`src/rtl/song_sequencer_pkg.sv`:
```
// Shared types and widths for the song sequencer, song ROM and tone generator.
package song_sequencer_pkg;

  localparam int unsigned ADDR_W = 9;
  localparam int unsigned NOTE_W = 4;
  localparam int unsigned DUR_W  = 32;
  localparam int unsigned SONG_W = 4;

  localparam logic [NOTE_W-1:0] NOTE_REST    = '0;
  localparam logic [DUR_W-1:0]  END_DURATION = '0;
  localparam logic [ADDR_W-1:0] ADDR_LAST    = '1;

  typedef enum logic [1:0] {
    ST_IDLE,
    ST_FETCH,
    ST_PLAY,
    ST_GAP
  } state_e;

  // One song ROM entry as seen at the sequencer.
  typedef struct packed {
    logic [NOTE_W-1:0] note;
    logic [DUR_W-1:0]  duration;
  } rom_entry_t;

endpackage

```
`src/rtl/song_sequencer_if.sv`:
```
// Control, ROM and tone-generator signals of the song sequencer.
interface song_sequencer_if;
  import song_sequencer_pkg::*;

  logic              start;
  logic              pause;
  logic              stop;
  logic              loop_en;
  logic [SONG_W-1:0] song_sel;
  logic [NOTE_W-1:0] rom_note;
  logic [DUR_W-1:0]  rom_duration;
  logic [ADDR_W-1:0] rom_addr;
  logic [SONG_W-1:0] rom_song;
  logic [NOTE_W-1:0] note_out;
  logic              busy;
  logic              done;

  modport master (
    output start, pause, stop, loop_en, song_sel, rom_note, rom_duration,
    input  rom_addr, rom_song, note_out, busy, done
  );

  modport slave (
    input  start, pause, stop, loop_en, song_sel, rom_note, rom_duration,
    output rom_addr, rom_song, note_out, busy, done
  );
endinterface

```
`src/rtl/song_sequencer_note_timer.sv`:
```
// Loadable down-counter timing both note and articulation-gap phases.
module note_timer
  import song_sequencer_pkg::*;
(
  input  logic             clk,
  input  logic             rst_n,
  input  logic             load,
  input  logic [DUR_W-1:0] load_val,
  input  logic             en,
  output logic             tc_c
);

  logic [DUR_W-1:0] count_q;

  always_ff @(posedge clk or negedge rst_n) begin
    if (!rst_n) begin
      count_q <= '0;
    end else if (load) begin
      count_q <= load_val;
    end else if (en && (count_q != '0)) begin
      count_q <= count_q - DUR_W'(1);
    end
  end

  // Last counted cycle of the phase.
  assign tc_c = (count_q == DUR_W'(1));

endmodule

```
`src/rtl/song_sequencer.sv`:
```
// Walks the song ROM and emits a timed note stream with articulation gaps.
module song_sequencer
  import song_sequencer_pkg::*;
#(
  parameter int unsigned GAP_CYCLES = 100_000
)
(
  input  logic             clk,
  input  logic             rst_n,
  song_sequencer_if.slave  bus
);

  localparam logic [DUR_W-1:0] GAP_LOAD = DUR_W'(GAP_CYCLES);
  localparam bit               HAS_GAP  = (GAP_CYCLES != 0);

  state_e            state_q, state_d;
  logic [ADDR_W-1:0] rom_addr_q, rom_addr_d;
  logic [SONG_W-1:0] rom_song_q, rom_song_d;
  logic [NOTE_W-1:0] note_q, note_d;
  logic [NOTE_W-1:0] note_out_q, note_out_d;
  logic              busy_q, busy_d;
  logic              done_q, done_d;
  logic              pause_q;
  logic              adv_c;
  logic              tmr_load_c, tmr_en_c, tmr_tc_c;
  logic [DUR_W-1:0]  tmr_val_c;
  rom_entry_t        entry_c;

  assign entry_c = '{note: bus.rom_note, duration: bus.rom_duration};

  note_timer u_timer (
    .clk      (clk),
    .rst_n    (rst_n),
    .load     (tmr_load_c),
    .load_val (tmr_val_c),
    .en       (tmr_en_c),
    .tc_c     (tmr_tc_c)
  );

  // Pause is registered so muting and counting refer to the same cycles.
  always_comb begin
    state_d    = state_q;
    rom_addr_d = rom_addr_q;
    rom_song_d = rom_song_q;
    note_d     = note_q;
    done_d     = 1'b0;
    adv_c      = 1'b0;
    tmr_load_c = 1'b0;
    tmr_val_c  = '0;
    tmr_en_c   = 1'b0;

    unique case (state_q)
      ST_IDLE: begin
        if (bus.start) begin
          rom_song_d = bus.song_sel;
          rom_addr_d = '0;
          state_d    = ST_FETCH;
        end
      end
      ST_FETCH: begin
        if (entry_c.duration == END_DURATION) begin
          if (bus.loop_en && (rom_addr_q != '0)) begin
            rom_addr_d = '0;
          end else begin
            done_d     = 1'b1;
            rom_addr_d = '0;
            state_d    = ST_IDLE;
          end
        end else begin
          note_d     = entry_c.note;
          tmr_load_c = 1'b1;
          tmr_val_c  = entry_c.duration;
          state_d    = ST_PLAY;
        end
      end
      ST_PLAY: begin
        if (!pause_q) begin
          tmr_en_c = 1'b1;
          if (tmr_tc_c) begin
            if (HAS_GAP) begin
              tmr_load_c = 1'b1;
              tmr_val_c  = GAP_LOAD;
              state_d    = ST_GAP;
            end else begin
              adv_c = 1'b1;
            end
          end
        end
      end
      ST_GAP: begin
        if (!pause_q) begin
          tmr_en_c = 1'b1;
          adv_c    = tmr_tc_c;
        end
      end
    endcase

    // Running off the top of the address space counts as an end marker.
    if (adv_c) begin
      if (rom_addr_q == ADDR_LAST) begin
        rom_addr_d = '0;
        if (bus.loop_en) begin
          state_d = ST_FETCH;
        end else begin
          done_d  = 1'b1;
          state_d = ST_IDLE;
        end
      end else begin
        rom_addr_d = rom_addr_q + ADDR_W'(1);
        state_d    = ST_FETCH;
      end
    end

    if (bus.stop) begin
      state_d    = ST_IDLE;
      rom_addr_d = '0;
      rom_song_d = rom_song_q;
      done_d     = 1'b0;
      tmr_load_c = 1'b1;
      tmr_val_c  = '0;
      tmr_en_c   = 1'b0;
    end

    busy_d     = (state_d != ST_IDLE);
    note_out_d = ((state_d == ST_PLAY) && !bus.pause) ? note_d : NOTE_REST;
  end

  always_ff @(posedge clk or negedge rst_n) begin
    if (!rst_n) begin
      state_q    <= ST_IDLE;
      rom_addr_q <= '0;
      rom_song_q <= '0;
      note_q     <= '0;
      note_out_q <= '0;
      busy_q     <= 1'b0;
      done_q     <= 1'b0;
      pause_q    <= 1'b0;
    end else begin
      state_q    <= state_d;
      rom_addr_q <= rom_addr_d;
      rom_song_q <= rom_song_d;
      note_q     <= note_d;
      note_out_q <= note_out_d;
      busy_q     <= busy_d;
      done_q     <= done_d;
      pause_q    <= bus.pause && !bus.stop;
    end
  end

  assign bus.rom_addr = rom_addr_q;
  assign bus.rom_song = rom_song_q;
  assign bus.note_out = note_out_q;
  assign bus.busy     = busy_q;
  assign bus.done     = done_q;

endmodule

```
`src/flat_wrapper.sv`:
```
// flat-port wrapper written by rule: the top's interface ports become plain ports
module song_sequencer_flat import song_sequencer_pkg::*;
#(
  parameter int unsigned GAP_CYCLES = 100_000
)
  (clk, rst_n, bus_start, bus_pause, bus_stop, bus_loop_en, bus_song_sel, bus_rom_note, bus_rom_duration, bus_rom_addr, bus_rom_song, bus_note_out, bus_busy, bus_done);
  song_sequencer_if bus_i ();
  input  logic clk;
  input  logic rst_n;
  input wire logic [$bits(bus_i.start)-1:0] bus_start;
  input wire logic [$bits(bus_i.pause)-1:0] bus_pause;
  input wire logic [$bits(bus_i.stop)-1:0] bus_stop;
  input wire logic [$bits(bus_i.loop_en)-1:0] bus_loop_en;
  input wire logic [$bits(bus_i.song_sel)-1:0] bus_song_sel;
  input wire logic [$bits(bus_i.rom_note)-1:0] bus_rom_note;
  input wire logic [$bits(bus_i.rom_duration)-1:0] bus_rom_duration;
  output wire logic [$bits(bus_i.rom_addr)-1:0] bus_rom_addr;
  output wire logic [$bits(bus_i.rom_song)-1:0] bus_rom_song;
  output wire logic [$bits(bus_i.note_out)-1:0] bus_note_out;
  output wire logic [$bits(bus_i.busy)-1:0] bus_busy;
  output wire logic [$bits(bus_i.done)-1:0] bus_done;
  assign bus_i.start = bus_start;
  assign bus_i.pause = bus_pause;
  assign bus_i.stop = bus_stop;
  assign bus_i.loop_en = bus_loop_en;
  assign bus_i.song_sel = bus_song_sel;
  assign bus_i.rom_note = bus_rom_note;
  assign bus_i.rom_duration = bus_rom_duration;
  assign bus_rom_addr = bus_i.rom_addr;
  assign bus_rom_song = bus_i.rom_song;
  assign bus_note_out = bus_i.note_out;
  assign bus_busy = bus_i.busy;
  assign bus_done = bus_i.done;
  song_sequencer #(.GAP_CYCLES(GAP_CYCLES)) u_core (.clk(clk), .rst_n(rst_n), .bus(bus_i));
endmodule
```
`config.mk`:
```
export PLATFORM = sky130hd
export DESIGN_NAME = song_sequencer_flat
export DESIGN_NICKNAME = d
export VERILOG_FILES = /design/src/rtl/song_sequencer_pkg.sv /design/src/rtl/song_sequencer_if.sv /design/src/rtl/song_sequencer_note_timer.sv /design/src/rtl/song_sequencer.sv /design/src/flat_wrapper.sv
export SDC_FILE = /design/constraint.sdc
export NUM_CORES = 1
export LEC_CHECK = 0
export BUFFER_PORTS_ARGS = -buffer_cell sky130_fd_sc_hd__buf_4
export CAP_MARGIN = 20
export CORE_MARGIN = 8
export CORE_UTILIZATION = 57
export DETAILED_ROUTE_END_ITERATION = 8
export HOLD_SLACK_MARGIN = 0.02
export PLACE_DENSITY = 0.85
export SLEW_MARGIN = 40
export SYNTH_ARGS = -nofsm -noshare
export SYNTH_HDL_FRONTEND = slang
export SYNTH_SLANG_ARGS = --single-unit
```
`constraint.sdc`:
```
create_clock -name clk -period 2.85 [get_ports clk]
set_clock_uncertainty 0.1 [all_clocks]
set_input_delay 0.1425 -clock clk [delete_from_list [all_inputs] [get_ports clk]]
set_output_delay 0.1425 -clock clk [all_outputs]
set_load 0.01 [all_outputs]
```
==> results.toml, run 1 <==
[outcome]
outcome = "finished with violations"
failed_checks = "negative setup slack"

[sta]
drv_slew = 0
final.min_clock_period_ps = 2870
fin_setup_tns_ps = -24.4
slew_headroom_pct = 52.3
hold_violations = 0
min_period_over_period_pct = 101
finalSetupViolCount = 1
fmax_mhz = 348
max_slew.worst_pin.slew_ps = 714
layout_setup_ws_ps = -24.4

[drt]
detail_route.wl_per_cell_um = 20.7
first_pass_iters = 6
drt-total-wl_mm = 13.0
vias_per_cell = 6.81
drt_first_iter_violations = 493
ant_nets = 0
vias = 4292
drc = 0

[placed_design]
dp_hpwl_mm = 8.90
dp_slack_ps = 179
placed_cells = 586
place.gp.congestion = 0.969
port_buffers = 64

[setup_path]
rrSetupSlack_ps = -20
worstPathRequired_ps = 2980
worstPathCellList = "or4_4 -> nor4b_4 -> buf_4 -> nand4_1 -> nor3b_2 -> a211oi_2 -> nor4b_1"
startpoint = "u_core.u_timer.count_q[24]$_DFFE_PN0P_"
path_class = "reg2reg"
cp_num_buf_inv = 1
crit_end = "u_core.bus.note_out[2]$_DFF_PN0_"
reg2reg_to = "u_core.bus.note_out[2]$_DFF_PN0_"
slowest_stage = "or4_4"
worstRegToRegCells = 7
crit_fanout = 9
max_stage_delay_ps = 570
startpoint_type = "flop"
cp_top_family = "simple AND/OR/NAND/NOR gates"
rr_startpoint = "u_core.u_timer.count_q[24]$_DFFE_PN0P_"
crit_cells = 7
end_kind = "flop"
worstPathArrival_ps = 3010

[clocking]
h-tree-depth = 3
root_buffer = "clkbuf_8"
clock_latency_ps = 360
numCtsBuffers = 9
cts_tree = "done"
cts.sinks = 58
clk_pin_slew_ps = 80
clockBufferDepth = 2

[global_routing]
antenna_found_initial = 0
grt_usage_pct = 26.9
grt_pass1_vias = 4161
grt_pass1_wl_mm = 21.0
grt_max_degree = 59
grt_overflow = 0

[logic_synthesis]
synth_cells = 436
synth_area_um2 = 3830
synth-edff-count = 0
synth_top_area_share_pct = 37.9
synthFlopType = "dfrtp_1"
yosysSeqAreaShare_pct = 37.9
yosysMostFrequentCell = "dfrtp_1"
synthXorXnorAreaFrac_pct = 0.915
synth_compound_area_share_pct = 22.7
yosys.area_share.simple_pct = 29.2
synth_seq_cells = 58
synth.area.top_cells = "dfrtp_1, nand2_1, ha_1"
synth_mux_area_share_pct = 2.06
synth_fa_ha_area_share_pct = 3.59
ys_top_cells_by_count = "dfrtp_1, nand2_1, a21oi_1, nor2_1, nor4_1"
synth_top_area_cell = "dfrtp_1"
yosys_warnings = 0
avgSynthCellArea_um2 = 8.78
synth_top_family_by_area = "simple AND/OR/NAND/NOR gates"
async_flop_share_pct = 100
synth_cell_types = 67
syn_nets = 493

[pwr]
p_leak_uw = 0.00225
ir_worst_vdd_uv = 746
total_power_uw = 4820
power_per_cell_area_nw_per_um2 = 952

[die]
start_util_pct = 57.6
num_io_pins = 65
dieWidth_um = 98.0
core_area_um2 = 6640
die-area_um2 = 9600
rows = 30
chipHeight_um = 98.0

[final_layout]
num_antenna_cells = 0
syn_to_final_growth_pct = 32.1
instances_no_fill = 630
fin_nets = 602
drive_gt1_share_pct = 24.5

[hold_path]
hold_class = "in2reg"

[run]
maxCapViolCount = 0
worst min-delay path by stage:
| stage | start | cells past startpoint | endpoint |
|---|---|---|---|
| 2_1_floorplan | rst_n | 0 | u_core.bus.busy$_DFF_PN0_ |
| 3_3_place_gp | rst_n | 1 | u_core.bus.note_out[1]$_DFF_PN0_ |
| 3_5_place_dp | rst_n | 1 | u_core.u_timer.count_q[2]$_DFFE_PN0P_ |
| 4_1_cts | bus_stop | 2 | u_core.u_timer.count_q[20]$_DFFE_PN0P_ |
| 5_1_grt | bus_stop | 2 | u_core.u_timer.count_q[4]$_DFFE_PN0P_ |
| 6_report | bus_stop | 2 | u_core.u_timer.count_q[4]$_DFFE_PN0P_ |
stage by stage:
stage	hold slack (ps)	area (um^2)	util [%]
after detailed placement	166	4560	68.6
after CTS	26.5	5020	75.6
after global routing	35.6	5060	76.2
after floorplan	-253	3830	-
after global placement	163	4560	68.6
final	28.6	5060	76.2
worst register-to-register path, delay by kind of cell, from the launching register on:
| family | cells | cell delay, ps |
|---|---|---|
| and+or+nand+nor | 5 | 1880 |
| DFF | 1 | 410 |
| buffers and inverters | 1 | 210 |
| AOI/OAI and AO/OA | 1 | 150 |
kinds of logic (layout without fill, tap and decap cells):
family          count (synthesis)  count (layout)
xor+xnor                        4               4
fa+ha+maj                      11              11
buf+inv                        35             149
flops                          58              58
mux                             7               7
simple gates                  196             196
compound gates                125             125
metal layers:
metal,part of all wire [%],track usage (%)
met5,0,0
met4,2.8,11.6
met3,11,6.97
met2,47,42.7
met1,39,33.6
what timing repair did:
action | CTS | global route
hold buffers | 26 | 0
gates resized for setup | 0 | 5
buffers inserted | 0 | 2
hold endpoints to repair | 87 | 0
setup endpoints to repair | 0 | 24
placed cells by master, fill, tap and decap left out, drive strengths merged, types with 4 or more instances in the layout:
cell type	n
a211oi	10
a21oi	25
a22oi	4
a2bb2oi	6
a31oi	15
and3	6
and4	8
buf	92
clkbuf	9
dfrtp	58
dlygate4sd3	26
ha	11
inv	16
mux2	7
nand2	55
nand3	8
nand4	16
nor2	23
nor3	20
nor3b	5
nor4	22
nor4b	8
o21a	6
o21ai	20
o22a	5
or3	4
or4	5
power breakdown:
part | internal [uW] | total, uW | switching, uW
sequential | 1030 | 1290 | 260
combinational | 1200 | 2720 | 1520
clock | 409 | 802 | 393
total | 2650 | 4820 | 2170
registers in the layout (all words and copies together), names as in the netlist:
name / flops
u_core.bus.busy: 1
u_core.bus.done: 1
u_core.bus.note_out: 4
u_core.bus.rom_addr: 9
u_core.bus.rom_song: 4
u_core.note_q: 4
u_core.pause_q: 1
u_core.state_q: 2
u_core.u_timer.count_q: 32
final cells by class:
| class | count | area, um^2 |
|---|---|---|
| sequential | 58 | 1450 |
| multi-input combinational | 343 | 2270 |
| tap | 80 | 100 |
| clock inverter | 7 | 78.8 |
| fill | 439 | 1580 |
| clock buffer | 9 | 124 |
| timing repair buffer | 118 | 980 |
| inverter | 15 | 56.3 |
Note: power is estimated with default switching activity, not from simulation.
==> inputs of run 2 (changes only) <==
- ABC_AREA: default -> 1
- CORE_UTILIZATION: 57 -> 58
- CTS_BUF_LIST: default -> sky130_fd_sc_hd__clkbuf_16
==> run 2 against run 1 <==
Worst setup slack better by 320 ps. Fmax is 13% higher. Die area up 9.4%. Critical path type is now in2reg. Via count grew 9.4%. Combinational power is 32% lower. Utilization fell by 1.5 points. Flip-flop and latch count is the same. Synthesized area grew 13%. Clock power up 51%. The flow now finishes without violations. Total power fell by 11%.
==> results.toml, run 2 <==
[outcome]
outcome = "completed"

[final_layout]
drive_gt1_share_pct = 15.1
seq_area_um2 = 1450
layout_common_cells = "nand2_1, nor2_1, nand3_1"
largest_reg_flops = 32
fin_nets = 813
final_cell_area_um2 = 5420
final_common_cell = "nand2_1"
syn_to_final_growth_pct = 24.9
fillerInstances = 588
num_antenna_cells = 0
multi_input_area_um2 = 2500
top_register = "u_core.u_timer.count_q"

[drt]
first_pass_iters = 5
ant_nets = 0
vias_per_cell = 5.46
drt_first_iter_violations = 409
detail_route.wl_per_cell_um = 15.6
vias = 4697
drt-total-wl_mm = 13.4
drc = 0

[global_routing]
grt_usage_pct = 27.1
grtUsageMet3_pct = 6.40
grt_overflow = 0
use_met2_pct = 44.3
antenna_found_initial = 0
grt_pass1_wl_mm = 22.4
busiest_layer = "met2"
grt_max_degree = 59
grtUsageMet1_pct = 33.7
grt_pass1_vias = 4732

[die]
rows = 31
core_area_um2 = 7250
die-area_um2 = 10500
chipHeight_um = 102
start_util_pct = 59.8
dieWidth_um = 102
num_io_pins = 65

[logic_synthesis]
yosysMostFrequentCell = "nand2_1"
synth.area.top_cells = "dfrtp_1, nand2_1, nand3_1"
synth_fa_ha_area_share_pct = 3.17
synth_top_family_by_area = "simple AND/OR/NAND/NOR gates"
synthXorXnorAreaFrac_pct = 3.43
synth_cells = 674
syn_nets = 731
yosysSeqAreaShare_pct = 33.5
synth_area_um2 = 4340
synthFlopType = "dfrtp_1"
async_flop_share_pct = 100
yosys_warnings = 0
synth_seq_cells = 58
avgSynthCellArea_um2 = 6.43
synth_cell_types = 32
synth_mux_area_share_pct = 1.04
synth-edff-count = 0
synth_top_area_share_pct = 33.5
synth_compound_area_share_pct = 4.67
ys_top_cells_by_count = "nand2_1, nor2_1, nand3_1, inv_1, dfrtp_1"
synth_top_area_cell = "dfrtp_1"
yosys.area_share.simple_pct = 45.3

[sta]
finalSetupViolCount = 0
slew_headroom_pct = 62.9
drv_slew = 0
fin_setup_tns_ps = 0
rsz0062_at_grt = "false"
min_period_over_period_pct = 89.6
hold_violations = 0
final.min_clock_period_ps = 2550
max_slew.worst_pin.slew_ps = 555
fmax_mhz = 391

[placed_design]
place.gp.congestion = 0.989
dp_hpwl_mm = 9.28
port_buffers = 64
place_area_um2 = 4890

[pwr]
p_leak_uw = 0.00286
sequentialPowerShare_pct = 28.7
power_per_cell_area_nw_per_um2 = 791
power_switching_uw = 1840
intPower_uw = 2440
clockPowerShare_pct = 28.3
ir_worst_vdd_uv = 506
p_sw_share_pct = 43.1
pwr-share-comb_pct = 42.9

[setup_path]
crit_fanout = 22
startpoint_type = "input port"
worstPathRequired_ps = 2970
worstPathArrival_ps = 2670
path_class = "in2reg"
rr_startpoint = "u_core.bus.rom_addr[0]$_DFFE_PN0P_"
end_kind = "flop"
startpoint = "bus_rom_duration[6]"

[clocking]
root_buffer = "clkbuf_16"
postCtsSetupRepairBufs = 0
h-tree-depth = 3
cts.sinks = 58
numCtsBuffers = 9
clk_pin_slew_ps = 60
clock_latency_ps = 340
clockBufferDepth = 2
cts_tree = "done"

[run]
maxCapViolCount = 0

[hold_path]
hold_class = "in2reg"
worstHoldStart = "bus_loop_en"
run 2: cell count changes in the layout (fill, tap and decap cells not counted), moves of 15 or more:
cell / change
a31oi_1: -15
nand2_1: +159
nand3_1: +74
a21oi_1: -18
buf_4: -18
inv_1: +58
nor2_1: +81
nor4_1: -18
run 2: critical path, cell delays in order:
cell           delay [ps]
dlygate4sd3_1         540
buf_4                 140
nor2_1                120
nand2_1                90
nor2_1                140
nand2_1               110
o21ai_2               360
nand2_2               130
nand2_4               260
buf_4                 320
nand3_1               130
nand3_1               130
nand2_1                70
run 2: per-stage QoR:
step	utilization, %	setup slack [ps]	cells	power, uW	hold WS [ps]
after floorplan	-	773	674	2490	-253
after global placement	67.5	456	825	2940	154
after detailed placement	67.5	447	825	2990	166
after CTS	74.6	333	860	4240	20.6
after global routing	74.7	71.0	860	4570	38.8
final	74.7	295	860	4280	23.7
run 2: path summary, 6_finish.rpt:
check | endpoint | slack, ps | cells after the start
max | u_core.u_timer.count_q[1]$_DFFE_PN0P_ | 300 | 13
min | u_core.bus.done$_DFF_PN0_ | 20 | 4
max reg2reg | u_core.bus.note_out[2]$_DFF_PN0_ | 360 | 14
min reg2reg | u_core.u_timer.count_q[1]$_DFFE_PN0P_ | 410 | 2
max in group asynchronous | u_core.u_timer.count_q[19]$_DFFE_PN0P_ | 2010 | 2
min in group asynchronous | u_core.u_timer.count_q[28]$_DFFE_PN0P_ | 260 | 2
run 2: routing by layer:
metal  wire length (um)  part of all wire, %
met1               5460                   41
met2               6460                   48
met3               1220                  9.1
met4                276                  2.1
met5                  0                    0
run 2: area by class of cell:
| cell class | count | area share, % |
|---|---|---|
| clock inverter | 7 | 1.87 |
| inverter | 75 | 5.20 |
| clock buffer | 9 | 4.16 |
| multi-input combinational | 521 | 46.1 |
| tap | 99 | 2.29 |
| timing repair buffer | 91 | 13.6 |
| sequential | 58 | 26.8 |
run 2: cells by family (layout without fill, tap and decap cells):
| logic type | after synthesis | count (layout) |
|---|---|---|
| compound gates | 37 | 37 |
| fa+ha+maj | 11 | 11 |
| buf+inv | 95 | 182 |
| mux | 4 | 4 |
| flops | 58 | 58 |
| simple gates | 452 | 452 |
| xor+xnor | 17 | 17 |
run 2: power groups by stage:
stage	clock (uW)	combinational, uW	sequential [uW]
after floorplan	0	1280	1200
after global placement	0	1720	1220
after detailed placement	0	1760	1230
after CTS	1220	1800	1220
after global routing	1260	2050	1250
final	1210	1840	1230
run 2: what timing repair did:
action,in CTS,in global routing
gates resized for setup,0,0
setup endpoints to repair,0,0
hold buffers,19,0
endpoints found under the hold margin,76,0
==> inputs of run 3 (changes only) <==
- clock period: 2.85 -> 2.7 ns (I/O delays scaled with it)
==> run 3 against run 2 <==
Total power increased by 7.3%. Non-clock buffer count up 2. Clock-buffer cell count stayed put. Critical path depth rose by 1. Sequential power rose by 6%. Hold slack better by 2.2 ps. Utilization up 0.59 points. Sequential share of layout area decreased by 0.19 points. Register-to-register slack got worse by 160 ps. Cell area is 0.79% higher. Via count up 1.1%. Critical path type is now reg2reg. Largest cell class unchanged. Highest routed layer unchanged.
==> results.toml, run 3 (same netlist as run 2, synthesis figures left out) <==
[drt]
drc = 0
met3_wirelength_mm = 1.19
ant_nets = 0
detail_route.wl_per_cell_um = 15.6
met1_length_mm = 5.33
drt_first_iter_violations = 379
first_pass_iters = 5
drt-total-wl_mm = 13.5
vias = 4747
vias_per_cell = 5.51
met2_length_mm = 6.57
maxUsedRoutingLayer = "met4"

[clocking]
clk_pin_slew_ps = 60
clockBufferDepth = 2
root_buffer = "clkbuf_16"
cts.sinks = 58
clock_latency_ps = 330
numCtsBuffers = 9
cts_tree = "done"
h-tree-depth = 3

[final_layout]
largest_reg_flops = 32
top_register = "u_core.u_timer.count_q"
drive_gt1_share_pct = 15.7
syn_to_final_growth_pct = 25.9
num_antenna_cells = 0
final_common_cell = "nand2_1"
instances_no_fill = 862
fin_nets = 815
layout_common_cells = "nand2_1, nor2_1, nand3_1"
final_cell_area_um2 = 5460

[pwr]
intPower_uw = 2670
p_sw_share_pct = 41.8
sequentialPowerShare_pct = 28.2
power_per_cell_area_nw_per_um2 = 842
pwr-share-comb_pct = 42.1
p_leak_uw = 0.00288
ir_worst_vdd_uv = 587
power_switching_uw = 1920
total_power_uw = 4600
clockPowerShare_pct = 29.7

[setup_path]
worstPathArrival_ps = 2640
max_stage_delay_ps = 410
worstPathRequired_ps = 2830
worstPathCellList = "ha_1 -> nand3_1 -> nor2_2 -> nand3_1 -> nor2_1 -> ha_1 -> inv_2 -> nor2_1 -> nand3_1 -> nand2_1 -> inv_1 -> nand2_1 -> nand2_1 -> nor3_1"
path_class = "reg2reg"
end_kind = "flop"
cp_num_buf_inv = 2
slowest_stage = "dfrtp_2"
startpoint_type = "flop"
crit_fanout = 7
cp_top_family = "simple AND/OR/NAND/NOR gates"

[sta]
slew_headroom_pct = 63.1
finalSetupViolCount = 0
hold_violations = 0
fin_setup_tns_ps = 0
fmax_mhz = 399
final.min_clock_period_ps = 2500
rsz0062_at_grt = "false"
min_period_over_period_pct = 92.7
max_slew.worst_pin.slew_ps = 553
drv_slew = 0
layout_setup_ws_ps = 196

[hold_path]
hold_class = "in2reg"

[die]
chipHeight_um = 102
start_util_pct = 59.8
rows = 31
core_area_um2 = 7250
dieWidth_um = 102
die-area_um2 = 10500
num_io_pins = 65

[placed_design]
port_buffers = 64
place.gp.congestion = 0.984
placed_cells = 825
dp_hpwl_mm = 9.25
dp_slack_ps = 189
place_area_um2 = 4890

[global_routing]
grt_overflow = 0
grt_pass1_wl_mm = 21.9
antenna_found_initial = 0
grt_usage_pct = 26.7
grt_pass1_vias = 4621
grt_max_degree = 59

[outcome]
outcome = "completed"

[run]
maxCapViolCount = 0
==> run 3: metrics by stage <==
step                hold slack, ps  utilization [%]
floorplan                     -261                -
global placement               153             67.5
detailed placement             151             67.5
CTS                           22.6             74.9
global route                  49.6             75.2
finish                        25.9             75.2
==> run 3: tightest hold or removal path: stages <==
cell and delay [ps]:
buf_4 80, nand2_1 40, nand2_1 50, o21ai_0 60, inv_1 50
==> run 3: final timing paths <==
| kind | startpoint | endpoint | slack (ps) | cells after the start |
|---|---|---|---|---|
| worst max-delay path | u_core.bus.rom_addr[1]$_DFFE_PN0P_ | u_core.bus.note_out[0]$_DFF_PN0_ | 200 | 14 |
| worst min-delay path | bus_rom_duration[11] | u_core.u_timer.count_q[11]$_DFFE_PN0P_ | 30 | 5 |
| worst max register to register | u_core.bus.rom_addr[1]$_DFFE_PN0P_ | u_core.bus.note_out[0]$_DFF_PN0_ | 200 | 14 |
| worst min register to register | u_core.bus.rom_song[1]$_DFFE_PN0P_ | u_core.bus.rom_song[1]$_DFFE_PN0P_ | 410 | 1 |
| max in group asynchronous | rst_n | u_core.bus.rom_addr[1]$_DFFE_PN0P_ | 1830 | 2 |
| min in group asynchronous | rst_n | u_core.u_timer.count_q[27]$_DFFE_PN0P_ | 250 | 2 |
==> run 3: what timing repair did <==
item                                    CTS  global route
gates resized for setup                   0             3
setup buffers                             0             2
endpoints found under the hold margin    77             0
endpoints found under the setup margin    0             4
hold buffers                             19             0
==> run 3: layer usage <==
metal | GRT usage, % | vias up
met3 | 5.59 | 33
met5 | 0 | -
met1 | 31.6 | 2180
li1 | - | 2305
met2 | 45.3 | 229
met4 | 12.2 | 0
==> run 3: final cells by class <==
type                       instances  area [um^2]
multi-input combinational        521         2500
fill                             570         1800
sequential                        58         1450
timing repair buffer              93          749
inverter                          75          282
clock buffer                       9          225
clock inverter                     7          125
tap                               99          124
==> run 3: power groups by stage <==
stage          combinational, uW  sequential (uW)  clock [uW]
2_1_floorplan               1350             1270           0
3_3_place_gp                1800             1290           0
3_5_place_dp                1850             1300           0
4_1_cts                     1900             1290        1370
5_1_grt                     2140             1330        1400
6_report                    1930             1300        1360
